**src/rtl/pci_burst_target.sv**
```systemverilog
// pci_burst_target
//   PCI-style burst target with a DEPTH-word internal memory. Decodes a naturally
//   aligned address window at BASE_ADDR and accepts single or burst reads and writes.
//   Writes are byte-masked by cbe_n. The word index wraps at the end of the window.
//   DEVSEL# timing (DEVSEL_DLY) and the initial TRDY# wait count (INIT_WAIT) are
//   programmable.
// Ports
//   clk       bus clock, all logic on posedge
//   rst       synchronous reset, active high
//   frame_n   FRAME#, active low
//   irdy_n    IRDY#, active low
//   cbe_n     command in the address phase, byte enables (active low) in data phases
//   ad_i      AD bus as sampled
//   ad_o      registered read data for AD
//   ad_oe     1 = target drives AD
//   devsel_n  DEVSEL#, active low
//   trdy_n    TRDY#, active low
//   busy      1 whenever the FSM is not idle
//   xfer_cnt  transfers in the current or last claimed transaction, saturating at 255
module pci_burst_target #(
  parameter logic [31:0] BASE_ADDR  = 32'h0000_0010,
  parameter int          DEPTH      = 4,
  parameter int          ADDR_W     = $clog2(DEPTH),
  parameter int          DEVSEL_DLY = 0,
  parameter int          INIT_WAIT  = 0,
  parameter logic [3:0]  CMD_READ   = 4'b0010,
  parameter logic [3:0]  CMD_WRITE  = 4'b0011
) (
  input  logic        clk,
  input  logic        rst,
  input  logic        frame_n,
  input  logic        irdy_n,
  input  logic [3:0]  cbe_n,
  input  logic [31:0] ad_i,
  output logic [31:0] ad_o,
  output logic        ad_oe,
  output logic        devsel_n,
  output logic        trdy_n,
  output logic        busy,
  output logic [7:0]  xfer_cnt
);

  typedef enum logic [2:0] {
    IDLE   = 3'd0,
    DECODE = 3'd1,
    WAIT   = 3'd2,
    DATA   = 3'd3,
    TURN   = 3'd4,
    IGNORE = 3'd5
  } state_t;

  state_t            state_r;
  logic [31:0]       mem_r [DEPTH];
  logic [ADDR_W-1:0] idx_r;
  logic              is_read_r;
  logic [2:0]        dly_cnt_r;
  logic [31:0]       ad_o_r;
  logic              ad_oe_r;
  logic              devsel_n_r;
  logic              trdy_n_r;
  logic              busy_r;
  logic [7:0]        xfer_cnt_r;

  logic              cmd_ok_s;
  logic              addr_hit_s;
  logic              xfer_s;
  logic              abort_s;
  logic              wr_en_s;
  logic [ADDR_W-1:0] idx_inc_s;
  logic [ADDR_W-1:0] rd_idx_s;
  logic [31:0]       rd_data_s;

  assign ad_o     = ad_o_r;
  assign ad_oe    = ad_oe_r;
  assign devsel_n = devsel_n_r;
  assign trdy_n   = trdy_n_r;
  assign busy     = busy_r;
  assign xfer_cnt = xfer_cnt_r;

  // Address decode, transfer qualification and single read-port address select.
  always_comb begin
    cmd_ok_s   = (cbe_n == CMD_READ) || (cbe_n == CMD_WRITE);
    addr_hit_s = (ad_i[31:ADDR_W+2] == BASE_ADDR[31:ADDR_W+2]);
    xfer_s     = (state_r == DATA) && !irdy_n && !trdy_n_r;
    abort_s    = frame_n && irdy_n;
    wr_en_s    = xfer_s && !is_read_r;
    idx_inc_s  = idx_r + 1'b1;
    // In DATA the read port looks one word ahead so ad_o is ready for the next
    // transfer; before that it preloads the first word.
    if (state_r == DATA) begin
      rd_idx_s = idx_inc_s;
    end else begin
      rd_idx_s = idx_r;
    end
    rd_data_s = mem_r[rd_idx_s];
  end

  // Byte-masked write port; contents are deliberately left untouched by reset.
  always_ff @(posedge clk) begin
    if (wr_en_s && !rst) begin
      for (int b = 0; b < 4; b++) begin
        if (!cbe_n[b]) begin
          mem_r[idx_r][8*b +: 8] <= ad_i[8*b +: 8];
        end
      end
    end
  end

  // Transaction FSM with registered bus outputs.
  always_ff @(posedge clk) begin
    if (rst) begin
      state_r    <= IDLE;
      devsel_n_r <= 1'b1;
      trdy_n_r   <= 1'b1;
      ad_oe_r    <= 1'b0;
      ad_o_r     <= 32'h0000_0000;
      busy_r     <= 1'b0;
      xfer_cnt_r <= 8'd0;
      idx_r      <= '0;
      is_read_r  <= 1'b0;
      dly_cnt_r  <= 3'd0;
    end else begin
      case (state_r)
        IDLE: begin
          if (!frame_n) begin
            is_read_r <= (cbe_n == CMD_READ);
            idx_r     <= ad_i[ADDR_W+1:2];
            dly_cnt_r <= 3'd0;
            busy_r    <= 1'b1;
            if (cmd_ok_s && addr_hit_s) begin
              xfer_cnt_r <= 8'd0;
              state_r    <= DECODE;
            end else begin
              state_r <= IGNORE;
            end
          end
        end
        IGNORE: begin
          if (frame_n && irdy_n) begin
            state_r <= IDLE;
            busy_r  <= 1'b0;
          end
        end
        DECODE: begin
          if (abort_s) begin
            devsel_n_r <= 1'b1;
            trdy_n_r   <= 1'b1;
            ad_oe_r    <= 1'b0;
            state_r    <= TURN;
          end else begin
            // Reads start driving AD one clock after the address phase, which
            // leaves the master a turnaround cycle.
            if (is_read_r) begin
              ad_oe_r <= 1'b1;
              ad_o_r  <= rd_data_s;
            end
            if (dly_cnt_r == 3'(DEVSEL_DLY)) begin
              devsel_n_r <= 1'b0;
              dly_cnt_r  <= 3'd0;
              state_r    <= WAIT;
            end else begin
              dly_cnt_r <= dly_cnt_r + 3'd1;
            end
          end
        end
        WAIT: begin
          if (abort_s) begin
            devsel_n_r <= 1'b1;
            trdy_n_r   <= 1'b1;
            ad_oe_r    <= 1'b0;
            state_r    <= TURN;
          end else if (dly_cnt_r == 3'(INIT_WAIT)) begin
            trdy_n_r <= 1'b0;
            state_r  <= DATA;
          end else begin
            dly_cnt_r <= dly_cnt_r + 3'd1;
          end
        end
        DATA: begin
          if (xfer_s) begin
            idx_r <= idx_inc_s;
            if (xfer_cnt_r != 8'hFF) begin
              xfer_cnt_r <= xfer_cnt_r + 8'd1;
            end
            if (is_read_r) begin
              ad_o_r <= rd_data_s;
            end
            // frame_n high on a transfer marks the final data phase.
            if (frame_n) begin
              devsel_n_r <= 1'b1;
              trdy_n_r   <= 1'b1;
              ad_oe_r    <= 1'b0;
              state_r    <= TURN;
            end
          end else if (abort_s) begin
            devsel_n_r <= 1'b1;
            trdy_n_r   <= 1'b1;
            ad_oe_r    <= 1'b0;
            state_r    <= TURN;
          end
        end
        TURN: begin
          state_r <= IDLE;
          busy_r  <= 1'b0;
        end
        default: begin
          devsel_n_r <= 1'b1;
          trdy_n_r   <= 1'b1;
          ad_oe_r    <= 1'b0;
          busy_r     <= 1'b0;
          state_r    <= IDLE;
        end
      endcase
    end
  end

endmodule

```
**config.mk**
```make
export PLATFORM = sky130hd
export DESIGN_NAME = pci_burst_target
export DESIGN_NICKNAME = d
export VERILOG_FILES = /design/src/rtl/pci_burst_target.sv
export SDC_FILE = /design/constraint.sdc
export NUM_CORES = 1
export LEC_CHECK = 0
export BUFFER_PORTS_ARGS = -buffer_cell sky130_fd_sc_hd__buf_2
export CAP_MARGIN = 5
export CELL_PAD_IN_SITES_DETAIL_PLACEMENT = 0
export CELL_PAD_IN_SITES_GLOBAL_PLACEMENT = 1
export CORE_MARGIN = 4
export CORE_UTILIZATION = 54
export CTS_BUF_LIST = sky130_fd_sc_hd__clkbuf_4 sky130_fd_sc_hd__clkbuf_8
export CTS_CLUSTER_DIAMETER = 100
export DETAILED_ROUTE_END_ITERATION = 8
export PLACE_DENSITY_LB_ADDON = 0.15
export SETUP_SLACK_MARGIN = 0.3
export SKIP_LAST_GASP = 1
export SYNTH_ARGS = -nofsm -noshare
export SYNTH_HDL_FRONTEND = slang
export SYNTH_SLANG_ARGS = --single-unit
```
**constraint.sdc**
```tcl
create_clock -name clk -period 4.6 [get_ports clk]
set_input_delay 0.69 -clock clk [delete_from_list [all_inputs] [get_ports clk]]
set_output_delay 0.69 -clock clk [all_outputs]
set_load 0.03 [all_outputs]
```
Word level (Yosys, flattened, before mapping). Memories as Yosys holds them, arrays and structs flattened. Cells that the tools add are included.

Flip-flop bits (word level): 53. Input port bits: 40. Bits in writable memories: 128. Memories kept: 1. Output and inout bits: 44. Logic and storage cells: 127.

Bitwise gates (word level): 3. Add/sub/neg operators: 3. Multiplexer cells: 60. Reductions and logical operators: 28. Equality and inequality tests: 22.

Memories: mem_r (words 4, width 32, read ports 1, clocked after memory_dff 0, write ports 1, line 53) `logic [31:0] mem_r [DEPTH];`.

Operators by type and width (count): $mux W32 (3); $pmux W32 S2 (1); $mux W3 (15); $mux W8 (4); $eq A28 B1 Y1 const B (1); $mux W1 (26); $reduce_and A3 Y1 (6); $pmux W8 S2 (1); $ne A3 B3 Y1 const B (5); $pmux W3 S5 (1); $ne A2 B2 Y1 const B (7); $pmux W1 S4 (3); $reduce_and A5 Y1 (2); $pmux W3 S3 (1); $add A8 B1 Y8 const B (1); $eq A4 B2 Y1 const B (2); $ne A8 B8 Y1 const B (1); $eq A3 B2 Y1 const B (2); $eq A3 B3 Y1 const B (2); $logic_and A1 B1 Y1 (6); $logic_not A3 Y1 (2); $mux W2 (3); $reduce_and A6 Y1 (1); $reduce_or A3 Y1 (2); other kinds (12) (18).

Logic depth before layout (Yosys ltp).
Depth after elaboration: 7. Mapped depth: 8. Depth with buffers taken out: 7.

Worst setup path before layout. No wires, ideal clock.

Kind: input to register. From: input irdy_n. To: memory mem_r[0][0], enable pin. Path buffers: 0. Data arrival time: 1.934 ns. Stages on the path: 4. Data required time: 4.229 ns. Slack: 2.295 ns. Setup time: 0.371 ns. Cells stage by stage: or3b_2 > nor2_2 > nand4_1 > nor2_1.

Longest elaborated chain between the ends: 7.

Ends and longest elaborated chain: from (decl) (line 32) `input logic irdy_n,`; $logic_not A1 Y1 (line 84) `xfer_s = (state_r == DATA) && !irdy_n && !trdy_n_r;`; $logic_and A1 B1 Y1 (2 in series) (line 84); $logic_and A1 B1 Y1 (line 86) `wr_en_s = xfer_s && !is_read_r;`; $logic_and A1 B1 Y1 (line 100) `if (wr_en_s && !rst) begin`; $mux W1 (line 100); $mux W1 (not written as such) (line 103) `mem_r[idx_r][8*b +: 8] <= ad_i[8*b +: 8];`; to (decl) (line 53).

Every way passes these cells.

Final worst setup path.
From: register state_r[2]. To: register ad_o_r[5], in the netlist ad_o[5].

Longest elaborated chain between the ends: 6. Elaborated cells on any way between the ends: 14. Those cells by class: eq/ne: 4; mux: 5; reduce/logical: 4; memory: 1.

Ends and longest elaborated chain: from (decl) (line 52) `state_t state_r;`; from (signal assigned) (line 112) `state_r <= IDLE;`; from (signal assigned) (line 132) `state_r <= DECODE;`; from (signal assigned) (line 134) `state_r <= IGNORE;`; $eq A3 B2 Y1 (line 84, 90, 123); $mux W2 (line 90) `if (state_r == DATA) begin`; $mem_v2 Z4 W32; $mux W32 (line 153, 185); $mux W32 (on tied branches) (line 180, 145); $pmux W32 S2 (line 123) `case (state_r)`; to (signal assigned) (line 155) `ad_o_r <= rd_data_s;`; to (signal assigned) (line 186) `ad_o_r <= rd_data_s;`; to (decl) (line 57) `logic [31:0] ad_o_r;`.

Several ways; a longest one is shown, not always the timed one. The select of a mux whose other input is x is not followed. A chain may end at the register's enable or synchronous reset.

==> impl_metrics.env <==
export IMPL_fin_crit_sh_pct=61.0
export IMPL_ant_nets=0
export IMPL_wire_per_inst_um=19.1
export IMPL_slew_headroom_pct=32.9
export IMPL_synthCells=514
export IMPL_wl_met3_um=619
export IMPL_core_area_um2=12800
export IMPL_synth_async_sr_flop_share_pct=0
export IMPL_muxShareOfSynthArea_pct=9.63
export IMPL_clock_skew_ns=0.0113
export IMPL_fin_setup_tns_ns=0
export IMPL_reg2reg_depth=6
export IMPL_synth_edf_count=128
export IMPL_synth_compound_area_share_pct=8.95
export IMPL_fillCellCount=1020
export IMPL_rows=41
export IMPL_synth_seq_cells=181
export IMPL_routed_wl_um=15000
export IMPL_htreeDepth=4
export IMPL_yosysWarningCount=0
export IMPL_finalCriticalPeriod_ns=2.81
export IMPL_seq_area_frac_synth_pct=68.3
export IMPL_grt_start_max_net_pins=31
export IMPL_dp_hpwl_um=10300
export IMPL_cp_max_fo=30
export IMPL_nets=644
export IMPL_cts_max_path_buffers=2
export IMPL_route_vias_total=4486
export IMPL_finalHoldViolCount=0
export IMPL_syn_nets=561
export IMPL_drive_gt1_share_pct=21.3
export IMPL_maxCapViolCount=0
export IMPL_root_buffer="clkbuf_8"
export IMPL_power_density_nw_per_um2=421
export IMPL_drt_iter0_markers=356
export IMPL_post_place_ws_ns=1.64
export IMPL_start_util_pct=56.0
export IMPL_fin_ws_ns=1.79
export IMPL_cts_tree="yes"
export IMPL_cp_end_kind="register"
export IMPL_design_portCount=84
export IMPL_synthDistinctLibCells=55
export IMPL_hold_path_class="in2reg"
export IMPL_clk_latency_ns=0.45
export IMPL_rsz0062_at_grt="no"
export IMPL_place_congestion=0.869
export IMPL_post_cts_resized=0
export IMPL_grt_pass1_vias=4450
export IMPL_drv_slew=0
export IMPL_critPathKind="reg2reg"
export IMPL_synthFlopType="edfxtp_1"
export IMPL_syn2layout_area_growth_pct=13.1
export IMPL_synth_top_family_by_area="multiplexers"
export IMPL_synth_simple_gate_area_share_pct=9.30
export IMPL_dieWidth_um=123
export IMPL_power_leakage_nw=3.26
export IMPL_antenna_cells=0
export IMPL_cts_num_sinks=181
export IMPL_avgSynthCellArea_um2=14.0
export IMPL_cts_buffers=17
export IMPL_cts_hold_buf=0
export IMPL_topRoutingLayerUsed="met4"
export IMPL_grt_util_all_layers_pct=20.7
export IMPL_cts_setup_buffers=0
export IMPL_wl_met1_um=6730
export IMPL_fmax_ghz=0.356
export IMPL_die_h_um=123
export IMPL_grt_pass1_wl_um=23700
export IMPL_vias_per_cell=5.74
export IMPL_die_area_um2=15200
export IMPL_peakVddDrop_mv=0.286
export IMPL_grt_overflow_total=0
export IMPL_critPathArrivalTime_ns=3.10
export IMPL_whs_path_depth=1
export IMPL_critPathLaunchType="register"
export IMPL_netlist_area_um2=7190
export IMPL_io_buffers=83
export IMPL_synth_xor_area_share_pct=0
export IMPL_clk_pin_slew_ns=0.09
export IMPL_setup_viol=0
export IMPL_antenna_found_initial=0
export IMPL_drtPass1Iterations=5
export IMPL_worst_pin_slew_ns=1.00
export IMPL_wl_met2_um=7400
export IMPL_status="completed"
export IMPL_cp_required_ns=4.90
export IMPL_synth_fa_ha_area_share_pct=1.22
export IMPL_drcViolationCount=0
cells in the final DEF, fill, tap and decap left out, types with 7 or more instances in the layout:
cell type and count:
edfxtp_1 128, buf_2 83, mux2i_1 68, nand2_1 53, dfxtp_1 53, nor2_1 32, o221ai_1 32, clkbuf_8 17
a21oi_1 16, inv_1 9, o21ai_0 9, nor4_1 7, ha_1 7
routing by layer:
layer / global-route usage (%) / vias up
met5: 0 / -
met4: 7.13 / 0
met3: 4.07 / 15
met2: 33.2 / 102
met1: 28.6 / 2240
li1: - / 2129
per-stage QoR:
step	util, %	power, mW	area (um^2)	instances	hold WS, ns
after floorplan	-	2.27	7190	514	0.449
after global placement	60.2	2.36	7720	750	0.438
after detailed placement	60.2	2.37	7720	750	0.443
after CTS	63.4	3.44	8130	782	0.433
after global routing	63.4	3.57	8130	782	0.429
final	63.4	3.42	8130	782	0.461
flip-flops by register name, summed over array words and instances (netlist names):
register,count
busy,1
state_r,3
idx_r,2
is_read_r,1
ad_oe,1
trdy_n,1
mem_r,128
dly_cnt_r,3
devsel_n,1
ad_o,32
xfer_cnt,8
final timing paths:
check / from / end / slack [ns]
worst max-delay path: state_r[2]$_SDFFE_PP0P_ / ad_o[5]$_SDFFE_PP0P_ / 1.79
worst min register to register: ad_o[2]$_SDFFE_PP0P_ / ad_o[2]$_SDFFE_PP0P_ / 0.47
worst max register to register: state_r[2]$_SDFFE_PP0P_ / ad_o[5]$_SDFFE_PP0P_ / 1.79
worst min-delay path: ad_i[1] / mem_r[1][1]$_DFFE_PP_ / 0.46
layout make-up:
cell class	count	area (um^2)	area share, %
Inverter	9	33.8	0.416
Clock inverter	13	154	1.89
Timing Repair Buffer	88	465	5.73
Clock buffer	19	249	3.06
Multi-Input combinational cell	300	2110	25.9
Sequential cell	181	4900	60.3
Tap cell	172	215	2.65
critical path, stage by stage (launching register included):
cell	delay (ns)
dfxtp_1	0.68
and3b_1	0.30
nand2_1	0.11
a21boi_4	0.80
buf_12	0.32
mux2i_1	0.28
o221ai_1	0.14
report_power, final:
part	leakage (nW)	switching, mW	internal [mW]
Clock	0.203	0.539	0.548
Combinational	1.48	0.295	0.223
Sequential	1.58	0.0546	1.76
Total	3.26	0.888	2.53
kinds of logic (layout without fill, tap and decap cells):
kind of cell             after synthesis  after routing
AO/OA/AOI/OAI                         88             88
adder cells (fa/ha/maj)                7              7
buffers and inverters                 33            129
flip-flops                           181            181
multiplexers                          69             69
AND/OR/NAND/NOR                      136            136
synth_stat cells (all sizes together) (2+ instances only):
master / number / share of area, %
o21ai: 12 / 0.84
nand2: 54 / 2.9
a21o: 2 / 0.21
o221ai: 32 / 3.9
mux2i: 68 / 9.5
nor3b: 3 / 0.38
clkbuf: 13 / 0.70
nor2: 33 / 1.8
buf: 11 / 1.5
and3: 4 / 0.35
a311oi: 3 / 0.37
edfxtp: 128 / 53
a21oi: 17 / 1.2
nand4: 3 / 0.26
or4: 5 / 0.57
nor3: 2 / 0.14
nand2b: 4 / 0.35
nand3: 5 / 0.35
a211oi: 4 / 0.42
a31oi: 3 / 0.26
o21a: 5 / 0.52
a22o: 2 / 0.24
or4b: 2 / 0.28
and2: 2 / 0.21
inv: 9 / 0.47
ha: 7 / 1.2
dfxtp: 53 / 15
nor4: 7 / 0.61
nor2b: 5 / 0.44
Power figures use the tool's default switching activity.
